### config.mk
export PLATFORM = sky130hd
export DESIGN_NAME = prog_freq_div
export DESIGN_NICKNAME = d
export VERILOG_FILES = /design/src/rtl/prog_freq_div_pkg.sv /design/src/rtl/prog_freq_div.sv
export SDC_FILE = /design/constraint.sdc
export NUM_CORES = 1
export LEC_CHECK = 0
export CORE_ASPECT_RATIO = 0.7
export CORE_MARGIN = 5
export CORE_UTILIZATION = 55
export DETAILED_ROUTE_END_ITERATION = 8
export DONT_BUFFER_PORTS = 1
export GPL_TIMING_DRIVEN = 0
export PLACE_DENSITY_LB_ADDON = 0.15
export SLEW_MARGIN = 20
export SYNTH_ARGS = -nofsm -noshare
export SYNTH_HDL_FRONTEND = slang
export SYNTH_SLANG_ARGS = --single-unit
### constraint.sdc
create_clock -name clkin -period 8.15 [get_ports clkin]
set_clock_uncertainty 0.2 [all_clocks]
set_input_delay 1.63 -clock clkin [delete_from_list [all_inputs] [get_ports clkin]]
set_output_delay 1.63 -clock clkin [all_outputs]
set_load 0.03 [all_outputs]
### src/rtl/prog_freq_div_pkg.sv
// Shared definitions for the programmable frequency divider.
package prog_freq_div_pkg;

    localparam logic MODE_TOGGLE = 1'b0;
    localparam logic MODE_PULSE  = 1'b1;

    // Divisors below 2 cannot produce a valid period, so they are raised to 2.
    // Operates on a 32-bit container; callers cast to their own width.
    function automatic logic [31:0] clamp_div(input logic [31:0] d);
        logic [31:0] r;
        if (d < 32'd2) begin
            r = 32'd2;
        end else begin
            r = d;
        end
        return r;
    endfunction

endpackage

### src/rtl/prog_freq_div.sv
// Runtime-programmable clock divider with toggle (balanced clock) and pulse
// (one-cycle strobe) outputs. Divisor/mode changes are shadowed and only
// become active at a period boundary or on restart, so clkout never glitches.
// WIDTH is limited to 32 by the package clamp helper.
module prog_freq_div
    import prog_freq_div_pkg::*;
#(
    parameter int   WIDTH        = 8,
    parameter int   DEFAULT_DIV  = 50,
    parameter logic DEFAULT_MODE = 1'b0
) (
    input  logic             clkin,
    input  logic             clr,
    input  logic             en,
    input  logic             restart,
    input  logic [WIDTH-1:0] div_in,
    input  logic             mode_in,
    input  logic             div_load,
    output logic             clkout,
    output logic             tick,
    output logic             upd_pending
);

    localparam logic [WIDTH-1:0] ONE_W  = WIDTH'(1);
    localparam logic [WIDTH-1:0] ZERO_W = WIDTH'(0);
    localparam logic [WIDTH-1:0] DEF_W  = WIDTH'(DEFAULT_DIV);

    logic [WIDTH-1:0] cnt_r;
    logic [WIDTH-1:0] div_r;
    logic             mode_r;
    logic [WIDTH-1:0] shadow_div_r;
    logic             shadow_mode_r;
    logic             pend_r;
    logic             clkout_r;
    logic             tick_r;

    logic             wrap_s;
    logic             apply_s;
    logic [WIDTH-1:0] act_div_s;
    logic             act_mode_s;
    logic [WIDTH-1:0] cnt_next_s;
    logic [WIDTH:0]   half_s;
    logic             toggle_hi_s;

    // Wrap detection, boundary/restart apply decision and next-state values.
    // The active divisor/mode seen by this edge is the post-apply one.
    always_comb begin
        wrap_s      = (cnt_r == (div_r - ONE_W));
        apply_s     = 1'b0;
        act_div_s   = div_r;
        act_mode_s  = mode_r;
        cnt_next_s  = ZERO_W;
        half_s      = {(WIDTH+1){1'b0}};
        toggle_hi_s = 1'b0;

        if (restart) begin
            apply_s = pend_r;
        end else if (en) begin
            apply_s = wrap_s & pend_r;
        end else begin
            apply_s = 1'b0;
        end

        if (apply_s) begin
            act_div_s  = WIDTH'(clamp_div(32'(shadow_div_r)));
            act_mode_s = shadow_mode_r;
        end else begin
            act_div_s  = div_r;
            act_mode_s = mode_r;
        end

        if (wrap_s) begin
            cnt_next_s = ZERO_W;
        end else begin
            cnt_next_s = cnt_r + ONE_W;
        end

        // One extra bit so that (N+1) cannot overflow when N = 2^WIDTH-1.
        half_s      = ({1'b0, act_div_s} + {{WIDTH{1'b0}}, 1'b1}) >> 1;
        toggle_hi_s = ({1'b0, cnt_next_s} < half_s);
    end

    // Counter, active configuration, shadow registers and registered outputs.
    always_ff @(posedge clkin or posedge clr) begin
        if (clr) begin
            cnt_r         <= ZERO_W;
            div_r         <= DEF_W;
            mode_r        <= DEFAULT_MODE;
            shadow_div_r  <= ZERO_W;
            shadow_mode_r <= 1'b0;
            pend_r        <= 1'b0;
            clkout_r      <= 1'b0;
            tick_r        <= 1'b0;
        end else begin
            div_r  <= act_div_s;
            mode_r <= act_mode_s;

            if (restart) begin
                cnt_r    <= ZERO_W;
                tick_r   <= 1'b0;
                clkout_r <= (act_mode_s == MODE_PULSE) ? 1'b0 : 1'b1;
            end else if (en) begin
                cnt_r    <= cnt_next_s;
                tick_r   <= wrap_s;
                clkout_r <= (act_mode_s == MODE_PULSE) ? wrap_s : toggle_hi_s;
            end else begin
                cnt_r    <= cnt_r;
                tick_r   <= tick_r;
                clkout_r <= clkout_r;
            end

            // A load in the same cycle as an apply is captured after it.
            if (div_load) begin
                shadow_div_r  <= div_in;
                shadow_mode_r <= mode_in;
                pend_r        <= 1'b1;
            end else if (apply_s) begin
                pend_r        <= 1'b0;
            end else begin
                pend_r        <= pend_r;
            end
        end
    end

    assign clkout      = clkout_r;
    assign tick        = tick_r;
    assign upd_pending = pend_r;

endmodule

==> out/results.txt, run 1 <==
Routed WL - 5.41 mm
final setup violation count - 0
synthesized area per cell - 9.33 um^2
critical path class - reg2reg
worst vdd ir - 0.116 mV
vias per cell - 6.23
Slew Viols, Final - 0
H-tree depth - 2
largest net degree at the start of global routing - 30
Fillers - 346
startpoint class of the critical path - flip-flop
power per cell area - 191 nW/um^2
clock root buffer - clkbuf_8
start of the worst register-to-register path - div_r[0]
maximum clock rate - 0.171 GHz
top-level port count - 17
clock slew at reported path FFs - 0.07 ns
post-route ant nets - 0
die height - 63.6 um
max_cap viols - 0
Post-synth EDFFs - 0
worst slew pin tran - 0.637 ns
vias - 1881
status - finished clean
cts hold-fix bufs - 0
DP Wirelength - 4.05 mm
most common flop cell mapped by yosys - dfrtp_1
Crit. End Element - flip-flop
min-delay worst type - reg2reg
synthesized instance count - 242
RSZ-0062 raised after global routing - false
Initial Util - 0.572
clock sink count - 29
n_diodes - 0
Worst EP required - 8.17 ns
post-synth top area share - 0.288
DRT iter0 DRCs - 176
Hold Crit Start - mode_r
synth unique cells - 52
final hold violations - 0
# nets final - 273
initial antenna violation count - 0
first-pass GRT wire length - 8.83 mm
setup TNS - 0 ns
Max Buffers Root-to-Sink - 2
Final GP Congestion - 0.881
Final Cycle Share - 0.717
DIE WIDTH - 86.6 um
Die ar. - 5510 um^2
Crit Path Max Fanout - 10
first drt pass iteration count - 4
share of layout cells above drive strength 1 - 0.140
area grow syn2layout - 6.87%
CTS tree - built
CTS Buf Count - 5
vias in the first global route - 1699
Place WS - 2.52 ns
synth warn - 0
Multi-input gate area - 1430 um^2
Post-CTS Setup Inserts - 0
minimum clock period - 5.84 ns
Synth top cells by count - dfrtp_1 (26), nor2_1 (21), xnor2_1 (17)
origin of the worst setup path - div_r[0]
Setup WS post-layout - 2.31 ns
Mapped Area - 2260 um^2
Synth area leaders - dfrtp_1 (29%), xnor2_1 (6.6%), mux2_2 (6.5%)
residual DRC count - 0
wire length per cell - 17.9 um
post-synthesis async set-or-reset flop share - 1.00
worst skew pair latency - 0.28 ns
hold_ws - 0.370 ns
row cnt - 19
cell with the most instances after synthesis - dfrtp_1
crit path DAT - 5.86 ns
port bufs - 0
All-Layer GR Usage - 0.204
post-cts gate resize count - 0
Seq/Total Area, Yosys - 0.323
grt ovf - 0
Slew HR - 0.565
FF/Latch Area - 729 um^2
leakage power total - 0.00101 uW
leading area contributor after synthesis - dfrtp_1
syn_nets - 266
FF+latch count, synth - 29
total core area - 3950 um^2
[final timing paths]
check                                   to  slack (ns)  cells after the start
max                                 clkout        2.31                     22
min                                 mode_r        0.37                      2
max reg2reg                         clkout        2.31                     22
min reg2reg                         mode_r        0.37                      2
max in group asynchronous  shadow_div_r[3]        6.23                      1
min in group asynchronous      upd_pending        1.11                      1
[logic make-up (layout without fill, tap and decap cells)]
family          after synthesis  count (layout)  synth area share
compound gates               51              51             0.170
xor+xnor                     23              23            0.0892
simple gates                 83              83             0.197
fa+ha+maj                    10              10            0.0554
buf+inv                      22              30            0.0443
flops                        29              29             0.323
mux                          24              24             0.120
[power by group]
part | switching (uW) | internal, uW | leakage [uW]
clock network | 55.2 | 68.8 | 0.0000455
registers | 20.8 | 163 | 0.000353
logic | 86.2 | 67.1 | 0.000609
total | 162 | 299 | 0.00101
[cell usage in the layout (no fill, tap or decap), drive strengths merged, types with 10 or more instances in the layout]
cell type and n:
nor2 21, o21ai 13, nand3 10, ha 10
mux2 16, nand2 13, xnor2 17, dfrtp 26
clkbuf 20
[routing by layer]
metal | vias up | routed length [um] | GRT usage
met1 | 904 | 2850 | 0.329
met4 | 0 | 30 | 0.0292
li1 | 910 | - | -
met5 | - | 0 | 0
met2 | 63 | 2120 | 0.260
met3 | 4 | 416 | 0.0677
[state kept, by name, indices dropped and copies added, names as in the netlist]
register,count
upd_pending,1
shadow_mode_r,1
tick,1
shadow_div_r,8
clkout,1
div_r,8
cnt_r,8
mode_r,1
[area by class of cell]
class / count / area share
Multi-Input combinational cell: 191 / 0.592
Sequential cell: 29 / 0.302
Clock buffer: 8 / 0.0373
Buffer: 16 / 0.0322
Tap cell: 52 / 0.0270
Inverter: 6 / 0.00934
[through the flow]
| step | power (uW) | area [um^2] | cells | util |
|---|---|---|---|---|
| 2_1_floorplan | 303 | 2260 | 242 | - |
| 3_3_place_gp | 333 | 2320 | 294 | 0.588 |
| 6_report | 461 | 2410 | 302 | 0.611 |
| 4_1_cts | 459 | 2410 | 302 | 0.611 |
| 3_5_place_dp | 336 | 2320 | 294 | 0.588 |
| 5_1_grt | 488 | 2410 | 302 | 0.611 |
[critical path: stages, from the launching register on]
cell and delay, ns:
dfrtp_1 0.36, clkbuf_1 0.20, inv_1 0.13, ha_1 0.25, nor4b_1 0.45, xnor2_1 0.11, or4_4 0.47, a211oi_4 0.50
o21ai_4 0.13, buf_6 0.18, mux2i_1 0.20, ha_1 0.26, clkbuf_1 0.33, nand4b_1 0.16, o311ai_0 0.15, nor4b_1 0.36
ha_1 0.30, nor2b_1 0.13, o21a_1 0.17, o31ai_1 0.26, nand4_1 0.14, a31oi_1 0.19, a22o_1 0.15
Note: power is estimated with default switching activity, not from simulation.
==> inputs of run 2 (changes only) <==
- clock period: 8.15 -> 5.2 ns (I/O delays scaled with it)
==> run 2 against run 1 <==
  * First-iteration DRC count fell by 5.7%
  * Via count did not move
  * Largest power group unchanged
  * Power rose by 63%
  * Worst hold slack improved by 0.0016 ns
  * Utilization rose by 2.6 points
==> out/results.txt, run 2 (same netlist as run 1, synthesis figures left out) <==
worst slew pin tran - 0.596 ns (was 0.637 ns)
met3 Track Usage GR - 0.0677 (unchanged)
sequential share of power - 0.395 (was 0.398)
DIE WIDTH - 86.6 um (unchanged)
Final Cycle Share - 0.958 (was 0.717)
max_cap viols - 0 (unchanged)
maximum clock rate - 0.201 GHz (was 0.171 GHz)
Crit. End Element - flip-flop (unchanged)
vias - 1881 (unchanged)
Gate power share - 0.349 (was 0.333)
critical path class - reg2reg (unchanged)
Setup WS post-layout - 0.220 ns (was 2.31 ns)
Sw Ratio - 0.352 (about the same)
grt ovf - 0 (unchanged)
die height - 63.6 um (unchanged)
slowest cell delay on critical path - 0.58 ns (was 0.50 ns)
CP cell instances - inv_2, ha_4, nor4b_4, xnor2_1, or4_4, a211oi_4, o21ai_4, buf_8, mux2i_4, ha_4, buf_4, a21oi_1, o311ai_0, nor4b_1, ha_1, nor2b_1, o21a_1, o31ai_2, nand4_1, a31oi_1, a22o_1 (was clkbuf_1, inv_1, ha_1, nor4b_1, xnor2_1, or4_4, a211oi_4, o21ai_4, buf_6, mux2i_1, ha_1, clkbuf_1, nand4b_1, o311ai_0, nor4b_1, ha_1, nor2b_1, o21a_1, o31ai_1, nand4_1, a31oi_1, a22o_1)
port bufs - 0 (unchanged)
post-route ant nets - 0 (unchanged)
largest net degree at the start of global routing - 30 (unchanged)
met2 GRT Util - 0.261 (was 0.260)
Finished Layout Cells - 304 (was 302)
Clock power frac - 0.256 (was 0.269)
hold_ws - 0.372 ns (was 0.370 ns)
DP Wirelength - 4.05 mm (unchanged)
DRT iter0 DRCs - 166 (was 176)
commonest cells after routing, fill and taps aside - dfrtp_1 (25), nor2_1 (21), xnor2_1 (17), nand2_1 (13), mux2_2 (13) (was dfrtp_1 (26), nor2_1 (21), xnor2_1 (17), clkbuf_1 (14))
finished layout cell area - 2510 um^2 (was 2410 um^2)
worst skew pair latency - 0.28 ns (about the same)
final setup violation count - 0 (unchanged)
first-pass GRT wire length - 8.88 mm (was 8.83 mm)
n_diodes - 0 (unchanged)
clock root buffer - clkbuf_8 (unchanged)
Crit Path Max Fanout - 10 (unchanged)
grt met1 use - 0.332 (was 0.329)
crit-path most repeated cell - ha_4 (was ha_1)
Slew Viols, Final - 0 (unchanged)
startpoint class of the critical path - flip-flop (unchanged)
share of layout cells above drive strength 1 - 0.194 (was 0.140)
CTS tree - built (unchanged)
Inst Count DP - 294 (unchanged)
H-tree depth - 2 (unchanged)
worst vdd ir - 0.190 mV (was 0.116 mV)
vias in the first global route - 1712 (was 1699)
Initial Util - 0.572 (unchanged)
residual DRC count - 0 (unchanged)
Worst EP required - 5.22 ns (was 8.17 ns)
Place WS - -0.434 ns (was 2.52 ns)
Top Registers - cnt_r (8), div_r (8), shadow_div_r (8) (unchanged)
wire length per cell - 18.2 um (was 17.9 um)
crit path DAT - 5.00 ns (was 5.86 ns)
CP max-delay cell - dfstp_2 (was a211oi_4)
grt peak-use layer - met1 (unchanged)
clock sink count - 29 (unchanged)
clock slew at reported path FFs - 0.07 ns (about the same)
# nets final - 275 (was 273)
CTS Buf Count - 5 (unchanged)
Max Buffers Root-to-Sink - 2 (unchanged)
Slew HR - 0.592 (was 0.565)
power per cell area - 299 nW/um^2 (was 191 nW/um^2)
Placed Area - 2320 um^2 (unchanged)
commonest non-fill, non-tap cell in the layout - dfrtp_1 (unchanged)
first drt pass iteration count - 6 (was 4)
Die ar. - 5510 um^2 (unchanged)
total core area - 3950 um^2 (unchanged)
minimum clock period - 4.98 ns (was 5.84 ns)
Routed WL - 5.54 mm (was 5.41 mm)
top-level port count - 17 (unchanged)
initial antenna violation count - 0 (unchanged)
vias per cell - 6.19 (was 6.23)
Final GP Congestion - 0.881 (unchanged)
leakage power total - 0.00102 uW (was 0.00101 uW)
status - finished clean (unchanged)
All-Layer GR Usage - 0.205 (was 0.204)
setup TNS - 0 ns (unchanged)
min-delay worst type - reg2reg (unchanged)
Net Switching - 265 uW (was 162 uW)
final hold violations - 0 (unchanged)
area grow syn2layout - 11.4% (was 6.87%)
Int Power - 487 uW (was 299 uW)
row cnt - 19 (unchanged)
run 2: cell count changes in the layout (fill, tap and decap cells not counted), moves of 2 or more:
cell      change
inv_1         -2
mux2i_4       +2
ha_4          +2
clkbuf_1      -3
buf_4         +5
ha_1          -2
inv_2         +2
mux2i_1       -2
run 2: worst paths after layout:
check / start / cells after the start / endpoint / slack [ns]
setup / recovery: div_r[1] / 21 / clkout / 0.22
hold / removal: mode_r / 2 / mode_r / 0.37
setup reg to reg: div_r[1] / 21 / clkout / 0.22
hold reg to reg: mode_r / 2 / mode_r / 0.37
max in group asynchronous: clr / 1 / div_r[0] / 3.83
min in group asynchronous: clr / 1 / upd_pending / 0.52
run 2: power by group through the flow:
| stage | sequential [uW] | combinational, uW | clock [uW] |
|---|---|---|---|
| 3_3_place_gp | 290 | 231 | 0 |
| 4_1_cts | 291 | 235 | 195 |
| 2_1_floorplan | 283 | 193 | 0 |
| 3_5_place_dp | 291 | 236 | 0 |
| 6_report | 297 | 262 | 192 |
| 5_1_grt | 302 | 287 | 208 |
run 2: cell type report:
class                           instances  area, um^2
Inverter                                6        22.5
Clock buffer                            8        90.1
Buffer                                 14        77.6
Fill cell                             333        1430
Timing Repair Buffer                    4        30.0
Tap cell                               52        65.1
Sequential cell                        29         731
Multi-Input combinational cell        191        1500
run 2: worst max-delay path: cells and delay by family (launching register included):
| kind | cells | cell delay, ns |
|---|---|---|
| mux | 1 | 0.20 |
| xor+xnor | 1 | 0.13 |
| flops | 1 | 0.58 |
| buf+inv | 3 | 0.41 |
| compound gates | 8 | 1.43 |
| simple gates | 5 | 1.30 |
| fa+ha+maj | 3 | 0.67 |
run 2: timing repair:
item                       in CTS  in global routing
setup buffers                   1                  3
gates resized for setup         3                 15
pin swaps                       2                  7
hold buffers                    0                  0
setup endpoints to repair       1                  1
run 2: layer usage:
layer	part of all wire	routed length, um
met1	0.52	2890
met2	0.39	2180
met3	0.076	422
met4	0.0076	42
met5	0	0
run 2: metrics by stage:
stage / power [uW] / util
final: 752 / 0.637
after global routing: 797 / 0.637
after CTS: 721 / 0.615
after detailed placement: 527 / 0.588
after global placement: 522 / 0.588
after floorplan: 476 / -
